## config.mk

```make
export PLATFORM = sky130hd
export DESIGN_NAME = ant_iq_write_sequencer_flat
export DESIGN_NICKNAME = d
export VERILOG_FILES = /design/src/rtl/ant_iq_write_sequencer_if.sv /design/src/rtl/ant_iq_write_sequencer.sv /design/src/flat_wrapper.sv
export SDC_FILE = /design/constraint.sdc
export NUM_CORES = 1
export LEC_CHECK = 0
export CORE_ASPECT_RATIO = 2
export CORE_MARGIN = 2
export CORE_UTILIZATION = 40
export CTS_CLUSTER_DIAMETER = 200
export CTS_CLUSTER_SIZE = 16
export DETAILED_ROUTE_END_ITERATION = 8
export PLACE_DENSITY = 0.76
export SLEW_MARGIN = 40
export SYNTH_ARGS = -nofsm -noshare
export SYNTH_HDL_FRONTEND = slang
export SYNTH_SLANG_ARGS = --single-unit
export TNS_END_PERCENT = 5
```

## constraint.sdc

```tcl
create_clock -name i_clk -period 6.25 [get_ports i_clk]
set_clock_uncertainty 0.05 [all_clocks]
set_input_delay 0.625 -clock i_clk [delete_from_list [all_inputs] [get_ports i_clk]]
set_output_delay 0.625 -clock i_clk [all_outputs]
set_load 0.01 [all_outputs]
```

## src/rtl/ant_iq_write_sequencer_if.sv

```systemverilog
// rtl/ant_iq_write_sequencer_if.sv - RE input stream and antenna-buffer write bus interfaces
// ant_iq_stream_if: per-symbol RE stream into the sequencer
//   data  ANT*32  RE data, lane a = bits [a*32 +: 32]
//   vld   1       beat valid, gaps allowed
//   sop   1       first RE of a symbol, qualified by vld
//   eop   1       last RE of a symbol, qualified by vld
// ant_iq_write_if: write bus into the even/odd antenna buffer
//   addr  ADDR_WIDTH  RE write address
//   data  ANT*32      write data
//   vld   1           write enable
//   last  1           final beat of packet
interface ant_iq_stream_if #(
  parameter int ANT = 4
);
  logic [ANT*32-1:0] data;
  logic              vld;
  logic              sop;
  logic              eop;

  modport master (output data, vld, sop, eop);
  modport slave  (input  data, vld, sop, eop);
endinterface

interface ant_iq_write_if #(
  parameter int ANT        = 4,
  parameter int ADDR_WIDTH = 11
);
  logic [ADDR_WIDTH-1:0] addr;
  logic [ANT*32-1:0]     data;
  logic                  vld;
  logic                  last;

  modport master (output addr, data, vld, last);
  modport slave  (input  addr, data, vld, last);
endinterface

```

## src/rtl/ant_iq_write_sequencer.sv

```systemverilog
// rtl/ant_iq_write_sequencer.sv - Antenna IQ write sequencer forcing every packet to RE_NUM beats
// Ports:
//   i_clk, i_reset_n   clock, asynchronous active-low reset
//   iq_in   (slave)    per-symbol RE stream (data/vld/sop/eop)
//   iq_wr   (master)   buffer write bus (addr/data/vld/last), registered
//   i_hold             downstream cannot take a new packet, sampled at sop only
//   o_ant_sel          0 = even-antenna packet, 1 = odd-antenna packet
//   o_sym_idx          symbol index of the current packet
//   o_drop_cnt         packets dropped at sop because of i_hold, saturating
//   o_err_short        pulse: early eop, or sop mid-packet
//   o_err_long         pulse: no eop on the final RE
module ant_iq_write_sequencer #(
  parameter int ANT        = 4,
  parameter int ADDR_WIDTH = 11,
  parameter int RE_NUM     = 1584,
  parameter int SYM_NUM    = 14
) (
  input  logic           i_clk,
  input  logic           i_reset_n,
  ant_iq_stream_if.slave iq_in,
  ant_iq_write_if.master iq_wr,
  input  logic           i_hold,
  output logic           o_ant_sel,
  output logic [3:0]     o_sym_idx,
  output logic [15:0]    o_drop_cnt,
  output logic           o_err_short,
  output logic           o_err_long
);
  localparam int                    DW        = ANT * 32;
  localparam logic [ADDR_WIDTH-1:0] LAST_ADDR = ADDR_WIDTH'(RE_NUM - 1);
  localparam logic [3:0]            LAST_SYM  = 4'(SYM_NUM - 1);

  typedef enum logic [1:0] {IDLE, RUN, PAD, DROP} state_t;

  state_t                state, state_d;
  logic [ADDR_WIDTH-1:0] addr_q, addr_d, addr_nxt;
  logic [DW-1:0]         data_q, data_d;
  logic                  vld_q, vld_d;
  logic                  last_q, last_d;
  logic                  err_s_d, err_l_d, drop_d;

  assign iq_wr.addr = addr_q;
  assign iq_wr.data = data_q;
  assign iq_wr.vld  = vld_q;
  assign iq_wr.last = last_q;

  // addr_q always holds the most recently emitted address, so RUN and PAD
  // both continue from addr_q + 1.
  assign addr_nxt = addr_q + 1'b1;

  always_comb begin
    state_d = state;
    addr_d  = addr_q;
    data_d  = data_q;
    vld_d   = 1'b0;
    last_d  = 1'b0;
    err_s_d = 1'b0;
    err_l_d = 1'b0;
    drop_d  = 1'b0;
    case (state)
      IDLE: begin
        if (iq_in.vld && iq_in.sop) begin
          if (i_hold) begin
            drop_d  = 1'b1;
            // A single-beat packet is already complete; nothing left to skip.
            state_d = iq_in.eop ? IDLE : DROP;
          end else begin
            vld_d  = 1'b1;
            addr_d = '0;
            data_d = iq_in.data;
            if (iq_in.eop) begin
              err_s_d = 1'b1;
              state_d = PAD;
            end else begin
              state_d = RUN;
            end
          end
        end
      end
      RUN: begin
        if (iq_in.vld) begin
          if (iq_in.sop) begin
            // New packet mid-packet: it is lost, the current one is padded out.
            err_s_d = 1'b1;
            state_d = PAD;
          end else begin
            vld_d  = 1'b1;
            addr_d = addr_nxt;
            data_d = iq_in.data;
            if (addr_nxt == LAST_ADDR) begin
              last_d = 1'b1;
              if (iq_in.eop) begin
                state_d = IDLE;
              end else begin
                err_l_d = 1'b1;
                state_d = DROP;
              end
            end else if (iq_in.eop) begin
              err_s_d = 1'b1;
              state_d = PAD;
            end
          end
        end
      end
      PAD: begin
        vld_d  = 1'b1;
        addr_d = addr_nxt;
        data_d = '0;
        if (addr_nxt == LAST_ADDR) begin
          last_d  = 1'b1;
          state_d = IDLE;
        end
      end
      DROP: begin
        if (iq_in.vld && iq_in.eop) state_d = IDLE;
      end
      default: state_d = IDLE;
    endcase
  end

  always_ff @(posedge i_clk or negedge i_reset_n) begin
    if (!i_reset_n) begin
      state       <= IDLE;
      addr_q      <= '0;
      data_q      <= '0;
      vld_q       <= 1'b0;
      last_q      <= 1'b0;
      o_err_short <= 1'b0;
      o_err_long  <= 1'b0;
      o_drop_cnt  <= '0;
      o_ant_sel   <= 1'b0;
      o_sym_idx   <= '0;
    end else begin
      state       <= state_d;
      addr_q      <= addr_d;
      data_q      <= data_d;
      vld_q       <= vld_d;
      last_q      <= last_d;
      o_err_short <= err_s_d;
      o_err_long  <= err_l_d;
      if (drop_d && o_drop_cnt != 16'hFFFF) o_drop_cnt <= o_drop_cnt + 16'd1;
      // Keyed off the registered last so the toggle lands one cycle after
      // the last beat and sel/idx stay stable across the whole packet.
      if (last_q) begin
        o_ant_sel <= ~o_ant_sel;
        if (o_ant_sel) o_sym_idx <= (o_sym_idx == LAST_SYM) ? 4'd0 : o_sym_idx + 4'd1;
      end
    end
  end
endmodule

```

## src/flat_wrapper.sv

```systemverilog
// flat-port wrapper written by rule: the top's interface ports become plain ports
module ant_iq_write_sequencer_flat 
#(
  parameter int ANT        = 4,
  parameter int ADDR_WIDTH = 11,
  parameter int RE_NUM     = 1584,
  parameter int SYM_NUM    = 14
)
  (i_clk, i_reset_n, i_hold, o_ant_sel, o_sym_idx, o_drop_cnt, o_err_short, o_err_long, iq_in_data, iq_in_vld, iq_in_sop, iq_in_eop, iq_wr_addr, iq_wr_data, iq_wr_vld, iq_wr_last);
  ant_iq_stream_if #(.ANT(ANT)) iq_in_i ();
  ant_iq_write_if #(.ANT(ANT), .ADDR_WIDTH(ADDR_WIDTH)) iq_wr_i ();
  input  logic i_clk;
  input  logic i_reset_n;
  input  logic i_hold;
  output logic o_ant_sel;
  output logic [3:0] o_sym_idx;
  output logic [15:0] o_drop_cnt;
  output logic o_err_short;
  output logic o_err_long;
  input wire logic [$bits(iq_in_i.data)-1:0] iq_in_data;
  input wire logic [$bits(iq_in_i.vld)-1:0] iq_in_vld;
  input wire logic [$bits(iq_in_i.sop)-1:0] iq_in_sop;
  input wire logic [$bits(iq_in_i.eop)-1:0] iq_in_eop;
  output wire logic [$bits(iq_wr_i.addr)-1:0] iq_wr_addr;
  output wire logic [$bits(iq_wr_i.data)-1:0] iq_wr_data;
  output wire logic [$bits(iq_wr_i.vld)-1:0] iq_wr_vld;
  output wire logic [$bits(iq_wr_i.last)-1:0] iq_wr_last;
  assign iq_in_i.data = iq_in_data;
  assign iq_in_i.vld = iq_in_vld;
  assign iq_in_i.sop = iq_in_sop;
  assign iq_in_i.eop = iq_in_eop;
  assign iq_wr_addr = iq_wr_i.addr;
  assign iq_wr_data = iq_wr_i.data;
  assign iq_wr_vld = iq_wr_i.vld;
  assign iq_wr_last = iq_wr_i.last;
  ant_iq_write_sequencer #(.ANT(ANT), .ADDR_WIDTH(ADDR_WIDTH), .RE_NUM(RE_NUM), .SYM_NUM(SYM_NUM)) u_core (.i_clk(i_clk), .i_reset_n(i_reset_n), .iq_in(iq_in_i), .iq_wr(iq_wr_i), .i_hold(i_hold), .o_ant_sel(o_ant_sel), .o_sym_idx(o_sym_idx), .o_drop_cnt(o_drop_cnt), .o_err_short(o_err_short), .o_err_long(o_err_long));
endmodule
```

==> metrics.md, run 1 <==
| Metric | Value |
|---|---|
| Vias in the first global route | 6206 |
| Kind of critical path | flop to flop |
| Worst skew pair latency | 0.42 ns |
| Seq pwr share | 0.324 |
| Global-route wire length before repair | 32200 um |
| Final setup violation count | 0 |
| CTS Root Cell | sky130_fd_sc_hd__clkbuf_16 |
| Design internal power | 3.41 mW |
| Die width | 101 um |
| Count of flip-flops with a built-in enable after synthesis | 0 |
| Detail Placement HPWL | 15200 um |
| Iteration-0 DRC Markers | 236 |
| Total power divided by cell area | 478 nW/um^2 |
| Worst setup slack after layout | 3.68 ns |
| Relative contribution of combinational cells to total power | 0.475 |
| Time the worst path needs with I/O delays and setup | 2.57 ns |
| Met3 routed WL | 1000 um |
| Final-stage net count | 1206 |
| HP Class | primary input to asynchronous set/reset pin |
| Global-route congestion overflow total | 0 |
| Type of element capturing the critical path | flop |
| Iteration count of the initial detailed-routing pass | 4 |
| Synthesized-area fraction occupied by adder cells | 0.0183 |
| Total DRC errors in the routed layout | 0 |
| Largest net degree at the start of global routing | 109 |
| Placement Setup Slack | 3.27 ns |
| Detail Route met2 WL | 11500 um |
| Warnings from Yosys | 0 |
| Total global-route track usage | 0.210 |
| Core outline area | 18300 um^2 |
| Count of standard-cell rows | 70 |
| Result of the run | completed |
| Actual slew at the worst max-slew pin | 0.742 ns |
| Routed length on met1 | 7380 um |
| Combined area of all synthesized cells | 7500 um^2 |
| Largest stage delay on the critical path | 0.60 ns |
| Achievable clock frequency | 0.389 GHz |
| Count of unique library cells instantiated by Yosys | 50 |
| Setup repair after global routing missed its margin | no |
| Critical path's slowest cell | sky130_fd_sc_hd__buf_4 |
| Required time of the critical path | 6.52 ns |
| Clock buffer count from CTS | 17 |
| Largest delay share family, worst path | buffers and inverters |
| Total Die Area | 19900 um^2 |
| # IOs | 298 |
| Portion of netlist area occupied by mux cells | 0.00567 |
| Vias per std cell | 4.91 |
| Final max-slew violation count | 0 |
| Synthesized-area fraction occupied by xor and xnor cells | 0.0198 |
| Total negative setup slack | 0 ns |
| Largest family of logic cells by synthesized area | simple AND/OR/NAND/NOR gates |
| Largest voltage drop on the vdd net | 548 uV |
| End-of-flow core utilization | 0.615 |
| Total wirelength of the detailed-routed design | 20600 um |
| Clk slew on worst S/H paths | 0.06 ns |
| Crit path arrival time | 2.84 ns |
| Largest fanout on the critical path | 88 |
| WHS | 0.0416 ns |
| Async S/R FF share, synth | 1.00 |
| Final hold violation count | 0 |
| Number of max-cap violations | 0 |
| Net switching power | 1.96 mW |
| Ratio of cells with drive above 1 in the final layout | 0.0401 |
| Worst-case headroom to the max-slew limit | 0.505 |
| CTS H-Tree Depth | 4 |
| Synthesized area divided by synthesized cell count | 9.55 um^2 |
| Share of the yosys chip area belonging to registers | 0.554 |
| Post-synthesis compound-gate area fraction | 0.132 |
| Uppermost layer routed | met4 |
| Residual antenna-violating net count after detailed routing | 0 |
| Ordered cell list for the critical path | inv_1, ha_1, a21oi_1, o21bai_4, buf_4, nor3_1, a21o_1, a22o_1 |
| Kind of start point of the critical path | flop |
| Ant diodes | 0 |
| Post-CTS Setup Inserts | 0 |
| Count of state elements after synthesis | 166 |
| Dominant register cell in the synthesized netlist | sky130_fd_sc_hd__dfrtp_1 |
| CTS-repair resized insts | 0 |
| Antenna violations before repair | 0 |
| Basic-gate share of the synthesized area counting and, or, nand and nor cells | 0.237 |
| Switching share of total power | 0.365 |
| TritonCTS clock tree | built |
| Die Span Y | 198 um |
| Starting density of the core | 0.410 |
| Number of buffers and inverters on the critical path | 2 |
| Net count of the mapped netlist | 931 |
| Post-CTS Hold Fix Bufs | 0 |
| Count of clock tree sinks | 166 |
| Routability Congestion | 0.832 |
| Instance count of the mapped netlist | 786 |
| Final routed wire length divided by cell count | 16.0 um |
| Clock share of power | 0.201 |
| Port Buf Inserts | 297 |
| Area delta synth->final | 50.1% |
| Post-route clock period utilization | 0.411 |
| Static leakage | 4.84 nW |
| Max Root-Sink Buffers | 2 |
| R2r setup slk | 3.68 ns |
| Via total after detailed routing | 6320 |
## cell usage after synthesis (3+ instances only)
| cell | n | area share |
|---|---|---|
| sky130_fd_sc_hd__xnor2_1 | 14 | 0.016 |
| sky130_fd_sc_hd__nand3_1 | 16 | 0.011 |
| sky130_fd_sc_hd__nand4_1 | 7 | 0.0058 |
| sky130_fd_sc_hd__xor2_1 | 3 | 0.0035 |
| sky130_fd_sc_hd__ha_1 | 11 | 0.018 |
| sky130_fd_sc_hd__inv_1 | 9 | 0.0045 |
| sky130_fd_sc_hd__o21ai_1 | 24 | 0.016 |
| sky130_fd_sc_hd__o21ai_0 | 119 | 0.079 |
| sky130_fd_sc_hd__a22o_1 | 8 | 0.0093 |
| sky130_fd_sc_hd__and3_1 | 3 | 0.0025 |
| sky130_fd_sc_hd__nor3b_1 | 3 | 0.0030 |
| sky130_fd_sc_hd__a21o_1 | 5 | 0.0050 |
| sky130_fd_sc_hd__nor3_1 | 8 | 0.0053 |
| sky130_fd_sc_hd__buf_2 | 19 | 0.013 |
| sky130_fd_sc_hd__nand2b_1 | 132 | 0.11 |
| sky130_fd_sc_hd__a21oi_1 | 5 | 0.0033 |
| sky130_fd_sc_hd__clkbuf_1 | 28 | 0.014 |
| sky130_fd_sc_hd__nand2_1 | 154 | 0.077 |
| sky130_fd_sc_hd__nor2_1 | 18 | 0.0090 |
| sky130_fd_sc_hd__dfrtp_1 | 166 | 0.55 |
## logic make-up after synthesis
group                    Yosys count
XOR/XNOR                          17
AO/OA/AOI/OAI                    175
adder cells (fa/ha/maj)           11
AND/OR/NAND/NOR                  355
flip-flops                       166
multiplexers                       4
buffers and inverters             58
## layer usage
layer,GRT usage,vias to the layer above
met5,0,-
met4,0.0959,0
met3,0.0508,33
met2,0.381,182
met1,0.225,2960
li1,-,3145
## final cells by class
cell class	instances	area (um^2)
clock buffers	21	440
flip-flops and latches	166	4150
multi-input cells	562	3120
inverters	10	37.5
well taps	216	270
clock inverters	9	154
fillers	1525	7040
repair buffers	304	3080
## power groups by stage
| stage | Clock, mW | Combinational [mW] | Sequential (mW) |
|---|---|---|---|
| 3_5_place_dp | 0 | 2.59 | 1.76 |
| 6_report | 1.08 | 2.56 | 1.74 |
| 2_1_floorplan | 0 | 1.21 | 1.92 |
| 3_3_place_gp | 0 | 2.51 | 1.74 |
| 4_1_cts | 1.12 | 2.59 | 1.74 |
| 5_1_grt | 1.15 | 2.83 | 1.79 |
## per-stage QoR
step	area, um^2	total power, mW	instances
floorplan	7500	3.13	786
global placement	10600	4.25	1255
detailed placement	10600	4.35	1257
CTS	11200	5.46	1287
global route	11300	5.77	1288
finish	11300	5.38	1288
## registers in the layout, summed over array words and instances (netlist names)
name / flops
u_core.iq_wr.vld: 1
u_core.o_err_short: 1
u_core.o_sym_idx: 4
u_core.o_drop_cnt: 16
u_core.o_ant_sel: 1
u_core.iq_wr.data: 128
u_core.iq_wr.last: 1
u_core.state: 2
u_core.o_err_long: 1
u_core.iq_wr.addr: 11
## path summary, 6_finish.rpt
path / end / start / cells past startpoint
worst max register to register: u_core.iq_wr.addr[5] / u_core.state[0] / 8
max in group asynchronous: u_core.iq_wr.data[81] / i_reset_n / 2
worst max-delay path: u_core.iq_wr.addr[5] / u_core.state[0] / 8
min in group i_clk: u_core.iq_wr.data[102] / u_core.iq_wr.data[102] / 2
worst min register to register: u_core.iq_wr.data[102] / u_core.iq_wr.data[102] / 2
worst min-delay path: u_core.iq_wr.data[26] / i_reset_n / 1
## cell usage in the layout (no fill, tap or decap), drive strengths merged, types with 3 or more instances in the layout
cell,netlist,routed
xor2,3,3
clkbuf,28,21
nand2b,132,132
clkinv,0,3
inv,10,10
bufinv,0,4
clkdlybuf4s50,0,296
a22o,8,8
and2,3,3
nor2,18,18
nand3,16,16
nand2,155,155
a21oi,5,5
o21ai,143,143
a21o,5,5
ha,11,11
nand4,7,7
xnor2,14,14
buf,20,8
dfrtp,166,166
and3,3,3
nor3b,3,3
nor3,9,9
(Power assumes the default switching activity.)
==> run 2: changes to the inputs <==
==> constraint.sdc (replaced) <==
create_clock -name i_clk -period 2.5 [get_ports i_clk]
set_clock_uncertainty 0.05 [all_clocks]
set_input_delay 0.25 -clock i_clk [delete_from_list [all_inputs] [get_ports i_clk]]
set_output_delay 0.25 -clock i_clk [all_outputs]
set_load 0.01 [all_outputs]
==> run 2 against run 1 <==
Clock power increased to 2.6 times the previous value. Sequential share of layout area decreased by 0.47 points. First-iteration DRC count decreased by 11%. Global-route usage increased by 0.45 points. Final cell count increased by 1.1%. Count of clock-buffer cells in the layout decreased by 2. Core utilization increased by 0.79 points. Combinational power increased to 2.6 times the previous value. Critical path depth decreased by 1.
==> metrics.md, run 2 (synthesis gave the netlist of run 1 again) <==
| Metric | Value |
|---|---|
| Net switching power | 5.08 mW |
| Final max-slew violation count | 0 |
| Post-route clock period utilization | 0.888 |
| Launching point of the worst reg2reg path | u_core.iq_wr.addr[0] |
| Detail Placement HPWL | 15500 um |
| Crit path arrival time | 2.48 ns |
| Number of fillers in the final layout | 1542 |
| Clk slew on worst S/H paths | 0.06 ns |
| Post-placement cell area | 10800 um^2 |
| Worst skew pair latency | 0.43 ns |
| Residual antenna-violating net count after detailed routing | 0 |
| Achievable clock frequency | 0.450 GHz |
| Final-stage net count | 1216 |
| Routability Congestion | 0.909 |
| Setup repair after global routing missed its margin | no |
| Total DRC errors in the routed layout | 0 |
| Global-route wire length before repair | 32900 um |
| Count of standard-cell rows | 70 |
| Largest fanout on the critical path | 8 |
| Final routed wire length divided by cell count | 16.2 um |
| Via total after detailed routing | 6363 |
| Iteration-0 DRC Markers | 210 |
| Worst-case headroom to the max-slew limit | 0.618 |
| Max Root-Sink Buffers | 2 |
| Die width | 101 um |
| Kind of critical path | flop to flop |
| Final setup violation count | 0 |
| Global-route congestion overflow total | 0 |
| Total Die Area | 19900 um^2 |
| Ratio of cells with drive above 1 in the final layout | 0.0526 |
| Largest voltage drop on the vdd net | 638 uV |
| Number of max-cap violations | 0 |
| Total wirelength of the detailed-routed design | 21100 um |
| R2r setup slk | 0.28 ns |
| Static leakage | 4.92 nW |
| Multi-input logic area | 3120 um^2 |
| TritonCTS clock tree | built |
| Clock buffer count from CTS | 17 |
| Starting density of the core | 0.410 |
| Number of flip-flops in the largest register | 128 |
| Total power divided by cell area | 1220 nW/um^2 |
| # IOs | 298 |
| Largest net degree at the start of global routing | 88 |
| Type of element capturing the critical path | flop |
| Fin area | 11400 um^2 |
| Total area of sequential cells | 4150 um^2 |
| Seq pwr share | 0.313 |
| Design internal power | 8.79 mW |
| Count of clock tree sinks | 166 |
| Depth of the worst register-to-register path | 7 |
| Most frequent standard cell in the layout excluding fill and tap cells | sky130_fd_sc_hd__clkdlybuf4s50_1 |
| Port Buf Inserts | 297 |
| Time the worst path needs with I/O delays and setup | 2.22 ns |
| Vias per std cell | 4.89 |
| Iteration count of the initial detailed-routing pass | 6 |
| Relative contribution of combinational cells to total power | 0.481 |
| Clock share of power | 0.206 |
| Total negative setup slack | 0 ns |
| CTS Root Cell | sky130_fd_sc_hd__clkbuf_16 |
| Core outline area | 18300 um^2 |
| Required time of the critical path | 2.76 ns |
| Antenna violations before repair | 1 |
| Commonest cells after routing, fill and taps aside | 296 x sky130_fd_sc_hd__clkdlybuf4s50_1, 166 x sky130_fd_sc_hd__dfrtp_1, 154 x sky130_fd_sc_hd__nand2_1 |
| Total global-route track usage | 0.215 |
| Worst flop-to-flop path endpoint | u_core.state[0] |
| Actual slew at the worst max-slew pin | 0.573 ns |
| Post-CTS Setup Inserts | 0 |
| Die Span Y | 198 um |
| HP Class | primary input to asynchronous set/reset pin |
| CTS H-Tree Depth | 4 |
| Switching share of total power | 0.366 |
| Result of the run | completed |
| Vias in the first global route | 6189 |
| Kind of start point of the critical path | flop |
| Area delta synth->final | 52.0% |
| CTS-repair resized insts | 0 |
| Final hold violation count | 0 |
-- run 2: cell types whose count changed in the layout (fill, tap and decap cells not counted), moves of 2 or more --
cell / delta
sky130_fd_sc_hd__buf_4: +8
sky130_fd_sc_hd__buf_12: +4
sky130_fd_sc_hd__clkbuf_1: -3
sky130_fd_sc_hd__inv_6: +3
sky130_fd_sc_hd__diode_2: +2
-- run 2: worst max-delay path by stage --
stage	start	slack, ns	cells after the start	to
CTS	u_core.iq_wr.addr[0]	0.27	7	u_core.state[0]
floorplan	u_core.iq_wr.addr[0]	0.44	7	u_core.state[0]
finish	u_core.iq_wr.addr[0]	0.28	7	u_core.state[0]
global route	u_core.state[0]	0.12	8	u_core.iq_wr.addr[7]
global placement	iq_in_sop	0.33	8	u_core.iq_wr.addr[4]
detailed placement	u_core.iq_wr.addr[0]	0.29	7	u_core.state[0]
-- run 2: cell type report --
| type | instances | area share |
|---|---|---|
| antenna | 2 | 0.000439 |
| sequential | 166 | 0.364 |
| clock buffer | 19 | 0.0388 |
| inverter | 10 | 0.00329 |
| tap | 216 | 0.0237 |
| multi-input combinational | 562 | 0.274 |
| clock inverter | 13 | 0.0171 |
| timing repair buffer | 314 | 0.279 |
-- run 2: power groups by stage --
| stage | sequential, mW | clock, mW | combinational [mW] |
|---|---|---|---|
| floorplan | 4.80 | 0 | 3.03 |
| global placement | 4.35 | 0 | 6.62 |
| detailed placement | 4.38 | 0 | 6.77 |
| CTS | 4.35 | 2.92 | 6.79 |
| global route | 4.48 | 3.02 | 7.36 |
| finish | 4.34 | 2.85 | 6.68 |
-- run 2: metal layers --
metal	routed length (um)	vias up	track usage
li1	-	3164	-
met1	7650	2967	0.238
met2	11700	196	0.378
met3	1050	36	0.0529
met4	718	0	0.103
met5	0	-	0
-- run 2: critical path, stage by stage, from the launching register on --
cell and delay, ns:
sky130_fd_sc_hd__dfrtp_1 0.46, sky130_fd_sc_hd__ha_1 0.30, sky130_fd_sc_hd__nand2_1 0.16, sky130_fd_sc_hd__nor3_4 0.07, sky130_fd_sc_hd__nor3_1 0.32, sky130_fd_sc_hd__o2111ai_4 0.22
sky130_fd_sc_hd__and2_0 0.20, sky130_fd_sc_hd__o32a_1 0.32
-- run 2: timing repair --
action                     4_1_cts  5_1_grt
hold buffers                     1        0
hold endpoints to repair        53        0
setup endpoints to repair        0        0
-- run 2: metrics by stage --
| step | std cells | hold slack [ns] | utilization | setup slack (ns) | power (mW) |
|---|---|---|---|---|---|
| floorplan | 786 | -0.0956 | - | 0.438 | 7.83 |
| global placement | 1267 | 0.202 | 0.587 | 0.327 | 11.0 |
| detailed placement | 1267 | 0.205 | 0.587 | 0.289 | 11.1 |
| CTS | 1300 | 0.298 | 0.623 | 0.272 | 14.0 |
| global route | 1301 | 0.315 | 0.623 | 0.121 | 14.9 |
| finish | 1302 | 0.292 | 0.623 | 0.279 | 13.9 |
